`src/rtl/y86_reg_pkg.sv`:
```
// Shared IDs, FSM states and match helper for the Y86-64 register scoreboard.
// Pure types/functions, no timing or flow-control behaviour of its own.
package y86_reg_pkg;

    localparam int NUM_REGS = 15;

    typedef logic [3:0] reg_id_t;

    localparam reg_id_t REG_NONE = 4'hF;

    typedef enum logic [1:0] {
        SB_INIT,
        SB_DONE1,
        SB_RUN
    } sb_state_t;

    // Number of qualified IDs (0..2) that name register r.
    function automatic logic [1:0] hit_count(input reg_id_t r,
                                             input logic    va,
                                             input reg_id_t a,
                                             input logic    vb,
                                             input reg_id_t b);
        hit_count = {1'b0, va && (a == r)} + {1'b0, vb && (b == r)};
    endfunction

endpackage

```
`src/rtl/reg_pending_counter.sv`:
```
// Per-register count of in-flight writes; updates one cycle after inc/dec, room/underflow are combinational.
// Clamps to zero and pulses underflow_o when retires exceed the pending count.
module reg_pending_counter #(
    parameter int CNT_W = 2
) (
    input  logic             clock,
    input  logic             reset,
    input  logic [1:0]       inc_i,
    input  logic             fire_i,
    input  logic [1:0]       dec_i,
    input  logic             clear_i,
    output logic [CNT_W-1:0] cnt_o,
    output logic             zero_o,
    output logic             room_o,
    output logic             underflow_o
);
    localparam int SUM_W   = CNT_W + 2;
    localparam int MAX_CNT = (1 << CNT_W) - 1;

    logic [CNT_W-1:0] cnt_q, cnt_d;
    logic [SUM_W-1:0] up, dn;

    assign up          = SUM_W'(cnt_q) + (fire_i ? SUM_W'(inc_i) : '0);
    assign dn          = SUM_W'(dec_i);
    assign underflow_o = !clear_i && (dn > up);
    // Room is judged on the requested increment, whether or not it fires.
    assign room_o      = (SUM_W'(cnt_q) + SUM_W'(inc_i)) <= SUM_W'(MAX_CNT);
    assign zero_o      = (cnt_q == '0);
    assign cnt_o       = cnt_q;

    always_comb begin
        cnt_d = cnt_q;
        if (clear_i || underflow_o) begin
            cnt_d = '0;
        end else begin
            cnt_d = CNT_W'(up - dn);
        end
    end

    always_ff @(posedge clock) begin
        if (reset) begin
            cnt_q <= '0;
        end else begin
            cnt_q <= cnt_d;
        end
    end

endmodule

```
`src/rtl/reg_scoreboard.sv`:
```
// Zero-fills the register file after reset, then gates decode issue on RAW/pending-count hazards.
// issue_ready is combinational from registered counters; retires release a stall the following cycle.
module reg_scoreboard #(
    parameter int NUM_REGS = 15,
    parameter int CNT_W    = 2,
    parameter int DATA_W   = 64
) (
    input  logic                clock,
    input  logic                reset,
    input  logic                issue_valid,
    output logic                issue_ready,
    input  logic [3:0]          src_a,
    input  logic [3:0]          src_b,
    input  logic [3:0]          dst_e,
    input  logic [3:0]          dst_m,
    input  logic                retire_e_valid,
    input  logic [3:0]          retire_e_reg,
    input  logic                retire_m_valid,
    input  logic [3:0]          retire_m_reg,
    input  logic                flush,
    output logic                init_we,
    output logic [3:0]          init_reg,
    output logic [DATA_W-1:0]   init_data,
    output logic                init_done,
    output logic [NUM_REGS-1:0] busy_mask,
    output logic [31:0]         stall_count,
    output logic                underflow_err
);
    import y86_reg_pkg::*;

    sb_state_t   state_q;
    reg_id_t     idx_q;
    logic        init_we_q;
    reg_id_t     init_reg_q;
    logic        init_done_q;
    logic [31:0] stall_count_q, stall_count_d;
    logic        underflow_q, underflow_d;

    logic [NUM_REGS-1:0] zero, room, uf_pulse, src_hit;
    logic run, cnt_en, clear, fire;

    // Outputs trail state_q by one cycle; init_done_q is the architectural RUN view.
    assign run    = init_done_q;
    assign cnt_en = run && !flush;
    assign clear  = run && flush;
    assign fire   = issue_valid && issue_ready;

    for (genvar r = 0; r < NUM_REGS; r++) begin : g_reg
        localparam reg_id_t RID = reg_id_t'(r);
        logic [1:0]       inc, dec;
        logic [CNT_W-1:0] cnt;

        assign inc = hit_count(RID, 1'b1, dst_e, 1'b1, dst_m);
        assign dec = cnt_en ? hit_count(RID, retire_e_valid, retire_e_reg,
                                        retire_m_valid, retire_m_reg) : 2'd0;

        reg_pending_counter #(.CNT_W(CNT_W)) u_cnt (
            .clock       (clock),
            .reset       (reset),
            .inc_i       (inc),
            .fire_i      (fire),
            .dec_i       (dec),
            .clear_i     (clear),
            .cnt_o       (cnt),
            .zero_o      (zero[r]),
            .room_o      (room[r]),
            .underflow_o (uf_pulse[r])
        );

        assign src_hit[r] = (cnt != '0) && ((src_a == RID) || (src_b == RID));
    end

    assign issue_ready = run && !flush && !(|src_hit) && (&room);

    assign stall_count_d = (run && issue_valid && !issue_ready && !(&stall_count_q))
                         ? stall_count_q + 32'd1 : stall_count_q;
    assign underflow_d   = underflow_q || (|uf_pulse);

    always_ff @(posedge clock) begin
        if (reset) begin
            state_q       <= SB_INIT;
            idx_q         <= '0;
            init_we_q     <= 1'b0;
            init_reg_q    <= '0;
            init_done_q   <= 1'b0;
            stall_count_q <= '0;
            underflow_q   <= 1'b0;
        end else begin
            case (state_q)
                SB_INIT: begin
                    init_we_q  <= 1'b1;
                    init_reg_q <= idx_q;
                    if (idx_q == reg_id_t'(NUM_REGS - 1)) begin
                        state_q <= SB_DONE1;
                        idx_q   <= '0;
                    end else begin
                        idx_q <= idx_q + 4'd1;
                    end
                end
                SB_DONE1: begin
                    init_we_q <= 1'b0;
                    state_q   <= SB_RUN;
                end
                SB_RUN: begin
                    init_we_q   <= 1'b0;
                    init_done_q <= 1'b1;
                end
                default: state_q <= SB_INIT;
            endcase
            stall_count_q <= stall_count_d;
            underflow_q   <= underflow_d;
        end
    end

    assign init_we       = init_we_q;
    assign init_reg      = init_reg_q;
    assign init_data     = '0;
    assign init_done     = init_done_q;
    assign busy_mask     = ~zero;
    assign stall_count   = stall_count_q;
    assign underflow_err = underflow_q;

endmodule

```
`config.mk`:
```
export PLATFORM = sky130hd
export DESIGN_NAME = reg_scoreboard
export DESIGN_NICKNAME = d
export VERILOG_FILES = /design/src/rtl/y86_reg_pkg.sv /design/src/rtl/reg_pending_counter.sv /design/src/rtl/reg_scoreboard.sv
export SDC_FILE = /design/constraint.sdc
export NUM_CORES = 1
export LEC_CHECK = 0
export CAP_MARGIN = 20
export CORE_UTILIZATION = 49
export CTS_BUF_LIST = sky130_fd_sc_hd__clkbuf_8
export CTS_CLUSTER_DIAMETER = 150
export CTS_CLUSTER_SIZE = 25
export DETAILED_ROUTE_END_ITERATION = 7
export PLACE_DENSITY = 0.78
export SKIP_CTS_REPAIR_TIMING = 1
export SLEW_MARGIN = 0
export SYNTH_ARGS = -nofsm -noshare
export SYNTH_HDL_FRONTEND = slang
export SYNTH_SLANG_ARGS = --single-unit
```
`constraint.sdc`:
```
create_clock -name clock -period 5.8 [get_ports clock]
set_input_delay 1.45 -clock clock [delete_from_list [all_inputs] [get_ports clock]]
set_output_delay 1.45 -clock clock [all_outputs]
set_load 0.01 [all_outputs]
```
==> metrics.txt <==
# TYPE chip_impl_metric gauge
chip_impl_info{name="status",value="complete, no violations"} 1
chip_impl_metric{name="drc",unit=""} 0
chip_impl_metric{name="layout.filler_cells",unit=""} 1183
chip_impl_metric{name="fp.dieArea",unit="sq um"} 14850
chip_impl_info{name="combinational_family_with_the_most_area_after_synthesis",value="simple AND/OR/NAND/NOR gates"} 1
chip_impl_metric{name="max_cap_violations",unit=""} 0
chip_impl_info{name="worstHoldPathType",value="reg -> reg"} 1
chip_impl_metric{name="synth-seq-cells",unit=""} 75
chip_impl_metric{name="boundaryPins",unit=""} 149
chip_impl_metric{name="fp.dieH",unit="microns"} 121.9
chip_impl_metric{name="cts_inserted_buffers",unit=""} 9
chip_impl_metric{name="gr-usage-all-layers",unit="%"} 23.41
chip_impl_metric{name="fin_worst_skew",unit="ns"} 0.01445
chip_impl_metric{name="finish.net_count",unit=""} 1160
chip_impl_metric{name="synth_xor_area_share",unit="%"} 4.353
chip_impl_metric{name="gpl.final_weighted_congestion",unit=""} 0.9672
chip_impl_metric{name="diodes",unit=""} 0
chip_impl_metric{name="max-vdd-ir-drop",unit="V"} 0.0001327
chip_impl_metric{name="via_per_inst",unit=""} 5.311
chip_impl_metric{name="cts.htree.levels",unit=""} 3
chip_impl_metric{name="critPathMaxFanout",unit=""} 7
chip_impl_metric{name="synth_compound_gate_area_share",unit="%"} 5.544
chip_impl_metric{name="worstMarginPinSlew",unit="ns"} 0.9865
chip_impl_metric{name="vias_in_the_first_global_route",unit=""} 5722
chip_impl_info{name="grt_busiest_layer",value="met2"} 1
chip_impl_metric{name="setup_slack",unit="ns"} 0.006523
chip_impl_metric{name="finalCritPeriodShare",unit="%"} 99.89
chip_impl_metric{name="async_set_reset_flop_share_out_of_synthesis",unit="%"} 0
chip_impl_metric{name="ys_types",unit=""} 46
chip_impl_metric{name="dpl-instance-area",unit="sq um"} 8158
chip_impl_metric{name="worst_ep_arrival_time",unit="ns"} 6.02
chip_impl_metric{name="final_max_slew_viol_count",unit=""} 0
chip_impl_metric{name="grtUsageMet3",unit="%"} 3.277
chip_impl_metric{name="site_rows",unit=""} 43
chip_impl_metric{name="post_synthesis_instance_area",unit="sq um"} 7042
chip_impl_metric{name="drtPass1Iterations",unit=""} 5
chip_impl_metric{name="antenna_violations_before_repair",unit=""} 0
chip_impl_info{name="cts_root_buffer",value="sky130_fd_sc_hd__clkbuf_8"} 1
chip_impl_metric{name="largest_reg_flops",unit=""} 32
chip_impl_metric{name="yosys_warnings",unit=""} 0
chip_impl_metric{name="area_growth",unit="%"} 25.09
chip_impl_metric{name="final_cell_area",unit="sq um"} 8808
chip_impl_metric{name="final_antenna_net_count",unit=""} 0
chip_impl_metric{name="setup-violations-final",unit=""} 0
chip_impl_info{name="most_common_flop_cell_mapped_by_yosys",value="sky130_fd_sc_hd__dfxtp_1"} 1
chip_impl_metric{name="global_route.usage.met1",unit="%"} 30.39
chip_impl_metric{name="power_density",unit="nW/um^2"} 127.7
chip_impl_metric{name="synthMuxAreaShare",unit="%"} 1.955
chip_impl_metric{name="grt_first_pass_wirelength",unit="microns"} 27390
chip_impl_metric{name="design_power_total",unit="mW"} 1.125
chip_impl_info{name="tritoncts",value="built"} 1
chip_impl_metric{name="clock_pin_slew_on_the_worst_setup_and_hold_paths",unit="ns"} 0.09
chip_impl_metric{name="buffers_from_clock_root_to_sink_at_most",unit=""} 2
chip_impl_metric{name="detail_route.wirelength",unit="microns"} 17760
chip_impl_metric{name="cts_num_sinks",unit=""} 75
chip_impl_metric{name="grt_max_degree",unit=""} 53
chip_impl_metric{name="place.detailed.hpwl",unit="microns"} 13640
chip_impl_metric{name="detailroute.via_count",unit=""} 6320
chip_impl_info{name="yosys.cell_count.top_type",value="sky130_fd_sc_hd__nor2_1"} 1
chip_impl_info{name="yosysTopAreaCell",value="sky130_fd_sc_hd__dfxtp_1"} 1
chip_impl_info{name="setup.worst_path.class",value="in -> reg"} 1
chip_impl_metric{name="worst_slew_margin_rel",unit="%"} 34.24
chip_impl_metric{name="final_util",unit="%"} 63.21
chip_impl_info{name="grt_setup_unrepaired",value="true"} 1
chip_impl_metric{name="leakagePower",unit="nW"} 4.182
chip_impl_metric{name="die_w",unit="microns"} 121.9
chip_impl_info{name="worst_setup_path_start_kind",value="primary input"} 1
chip_impl_metric{name="simple_gate_portion_of_the_synthesized_area",unit="%"} 31.70
chip_impl_metric{name="grt_remaining_overflow",unit=""} 0
chip_impl_metric{name="initial_utilization",unit="%"} 50.53
chip_impl_metric{name="layout-drive-gt1-share",unit="%"} 16.93
chip_impl_metric{name="synth.yosys.seq_area_share",unit="%"} 21.32
chip_impl_metric{name="dpl_worst_slack",unit="ns"} -0.9908
chip_impl_metric{name="synth_fa_ha_area_share",unit="%"} 23.81
chip_impl_metric{name="timing_hold_violations_final",unit=""} 0
chip_impl_info{name="synth.top_cells.by_count",value="sky130_fd_sc_hd__nor2_1 (113), sky130_fd_sc_hd__ha_1 (110), sky130_fd_sc_hd__dfxtp_1 (75)"} 1
chip_impl_metric{name="use_met2",unit="%"} 39.30
chip_impl_metric{name="design.core.area",unit="sq um"} 13930
chip_impl_metric{name="period_minus_slack",unit="ns"} 5.793
chip_impl_metric{name="crit_required",unit="ns"} 6.03
chip_impl_metric{name="dr.first_iter.drc_count",unit=""} 457
chip_impl_metric{name="mean_post_synth_cell_area",unit="sq um"} 8.057
chip_impl_info{name="synth.area.top_cells",value="sky130_fd_sc_hd__dfxtp_1 (21%), sky130_fd_sc_hd__ha_1 (20%), sky130_fd_sc_hd__buf_4 (6.8%)"} 1
chip_impl_metric{name="count_of_flip_flops_with_a_built_in_enable_after_synthesis",unit=""} 0
chip_impl_info{name="critPathCaptureType",value="flip-flop"} 1
chip_impl_metric{name="clk_latency",unit="ns"} 0.37
chip_impl_metric{name="port_buffers",unit=""} 84
chip_impl_metric{name="fmax",unit="GHz"} 0.1726
chip_impl_metric{name="drt-wirelength-per-cell",unit="microns"} 14.93
chip_impl_metric{name="synth_largest_type_area_fraction",unit="%"} 21.32
chip_impl_metric{name="cells_after_synth",unit=""} 874
[power by group]
group / switching (mW) / internal, mW / total [mW] / leakage [nW]
Clock: 0.224 / 0.163 / 0.387 / 0.0925
Sequential: 0.0154 / 0.527 / 0.543 / 0.605
Combinational: 0.114 / 0.0813 / 0.195 / 3.48
[worst paths after layout]
check                                      startpoint                       end  slack (ns)  cells after the start
setup / recovery                             dst_m[2]  underflow_err$_SDFF_PP0_       0.007                     23
hold reg to reg              underflow_err$_SDFF_PP0_  underflow_err$_SDFF_PP0_        0.49                      2
setup reg to reg  g_reg[11].u_cnt.cnt_o[1]$_SDFF_PP0_  underflow_err$_SDFF_PP0_        1.42                     18
hold / removal               underflow_err$_SDFF_PP0_  underflow_err$_SDFF_PP0_        0.49                      2
[area by class of cell]
cell class	instances	area, sq um	area share, %
Multi-Input combinational cell	718	5364	60.89
Sequential cell	75	1501	17.05
Timing Repair Buffer	151	1348	15.30
Tap cell	180	225.2	2.557
Inverter	50	187.7	2.131
Clock buffer	9	123.9	1.406
Clock inverter	7	58.81	0.6676
[cell families after synthesis]
| family | count (synthesis) |
|---|---|
| and+or+nand+nor | 415 |
| buffers and inverters | 144 |
| adders and majority gates | 125 |
| DFF | 75 |
| AOI/OAI and AO/OA | 66 |
| xor gates and xnor gates | 35 |
| muxes | 13 |
| other | 1 |
[stage by stage]
| stage | hold slack (ns) | setup TNS (ns) | instances |
|---|---|---|---|
| after floorplan | 0.4890 | 0 | 937 |
| after global placement | 0.4714 | -3.664 | 1162 |
| after detailed placement | 0.4862 | -5.402 | 1162 |
| after CTS | 0.5096 | -1.012 | 1178 |
| after global routing | 0.5222 | -0.1084 | 1190 |
| final | 0.4876 | 0 | 1190 |
[layout by cell type, fill, tap and decap left out, types with 5 or more instances in the layout]
master | netlist | routed
sky130_fd_sc_hd__and3_1 | 38 | 30
sky130_fd_sc_hd__nor4bb_1 | 10 | 10
sky130_fd_sc_hd__nand4_1 | 17 | 17
sky130_fd_sc_hd__o21ai_1 | 3 | 11
sky130_fd_sc_hd__ha_2 | 0 | 6
sky130_fd_sc_hd__nor2b_1 | 25 | 22
sky130_fd_sc_hd__fa_1 | 15 | 15
sky130_fd_sc_hd__inv_1 | 50 | 48
sky130_fd_sc_hd__nor3_1 | 39 | 32
sky130_fd_sc_hd__and3_4 | 0 | 8
sky130_fd_sc_hd__nor4b_1 | 12 | 12
sky130_fd_sc_hd__clkbuf_8 | 0 | 9
sky130_fd_sc_hd__nand2_1 | 52 | 50
sky130_fd_sc_hd__conb_1 | 1 | 64
sky130_fd_sc_hd__mux2i_1 | 7 | 7
sky130_fd_sc_hd__o21ai_0 | 26 | 11
sky130_fd_sc_hd__nand3_1 | 31 | 30
sky130_fd_sc_hd__nand3b_1 | 7 | 7
sky130_fd_sc_hd__nand2b_1 | 12 | 5
sky130_fd_sc_hd__clkdlybuf4s50_1 | 0 | 74
sky130_fd_sc_hd__a21oi_1 | 26 | 25
sky130_fd_sc_hd__or2_2 | 15 | 15
sky130_fd_sc_hd__buf_6 | 0 | 7
sky130_fd_sc_hd__nor3_2 | 1 | 6
sky130_fd_sc_hd__ha_4 | 0 | 8
sky130_fd_sc_hd__dfxtp_1 | 75 | 75
sky130_fd_sc_hd__ha_1 | 110 | 96
sky130_fd_sc_hd__xor2_1 | 16 | 16
sky130_fd_sc_hd__xnor2_1 | 19 | 19
sky130_fd_sc_hd__buf_4 | 64 | 62
sky130_fd_sc_hd__o21ai_2 | 0 | 7
sky130_fd_sc_hd__nand2b_4 | 0 | 7
sky130_fd_sc_hd__nor2_1 | 113 | 112
sky130_fd_sc_hd__mux2_1 | 6 | 6
sky130_fd_sc_hd__and2_1 | 15 | 15
[worst max-delay path, cell delays in order]
cell and delay, ns:
sky130_fd_sc_hd__clkbuf_2 0.16, sky130_fd_sc_hd__buf_4 0.14, sky130_fd_sc_hd__nand2_1 0.11, sky130_fd_sc_hd__nor3_2 0.16
sky130_fd_sc_hd__ha_2 0.24, sky130_fd_sc_hd__ha_1 0.23, sky130_fd_sc_hd__nand3_1 0.12, sky130_fd_sc_hd__nand4_1 0.11
sky130_fd_sc_hd__nor4_2 0.28, sky130_fd_sc_hd__nand4_1 0.22, sky130_fd_sc_hd__nor3_4 0.32, sky130_fd_sc_hd__buf_6 0.18
sky130_fd_sc_hd__buf_4 0.12, sky130_fd_sc_hd__and3_4 0.18, sky130_fd_sc_hd__fa_1 0.42, sky130_fd_sc_hd__inv_1 0.11
sky130_fd_sc_hd__ha_4 0.21, sky130_fd_sc_hd__nor2b_2 0.15, sky130_fd_sc_hd__o21ai_2 0.19, sky130_fd_sc_hd__nand4_1 0.19
sky130_fd_sc_hd__or4_4 0.55, sky130_fd_sc_hd__nand2_2 0.08, sky130_fd_sc_hd__o21ai_1 0.07
[metal layers]
layer	share of wire [%]	up-vias
met2	49	192
met1	44	2971
met5	0	-
li1	-	3133
met4	2.1	0
met3	4.3	24
Note: power is estimated with default switching activity, not from simulation.
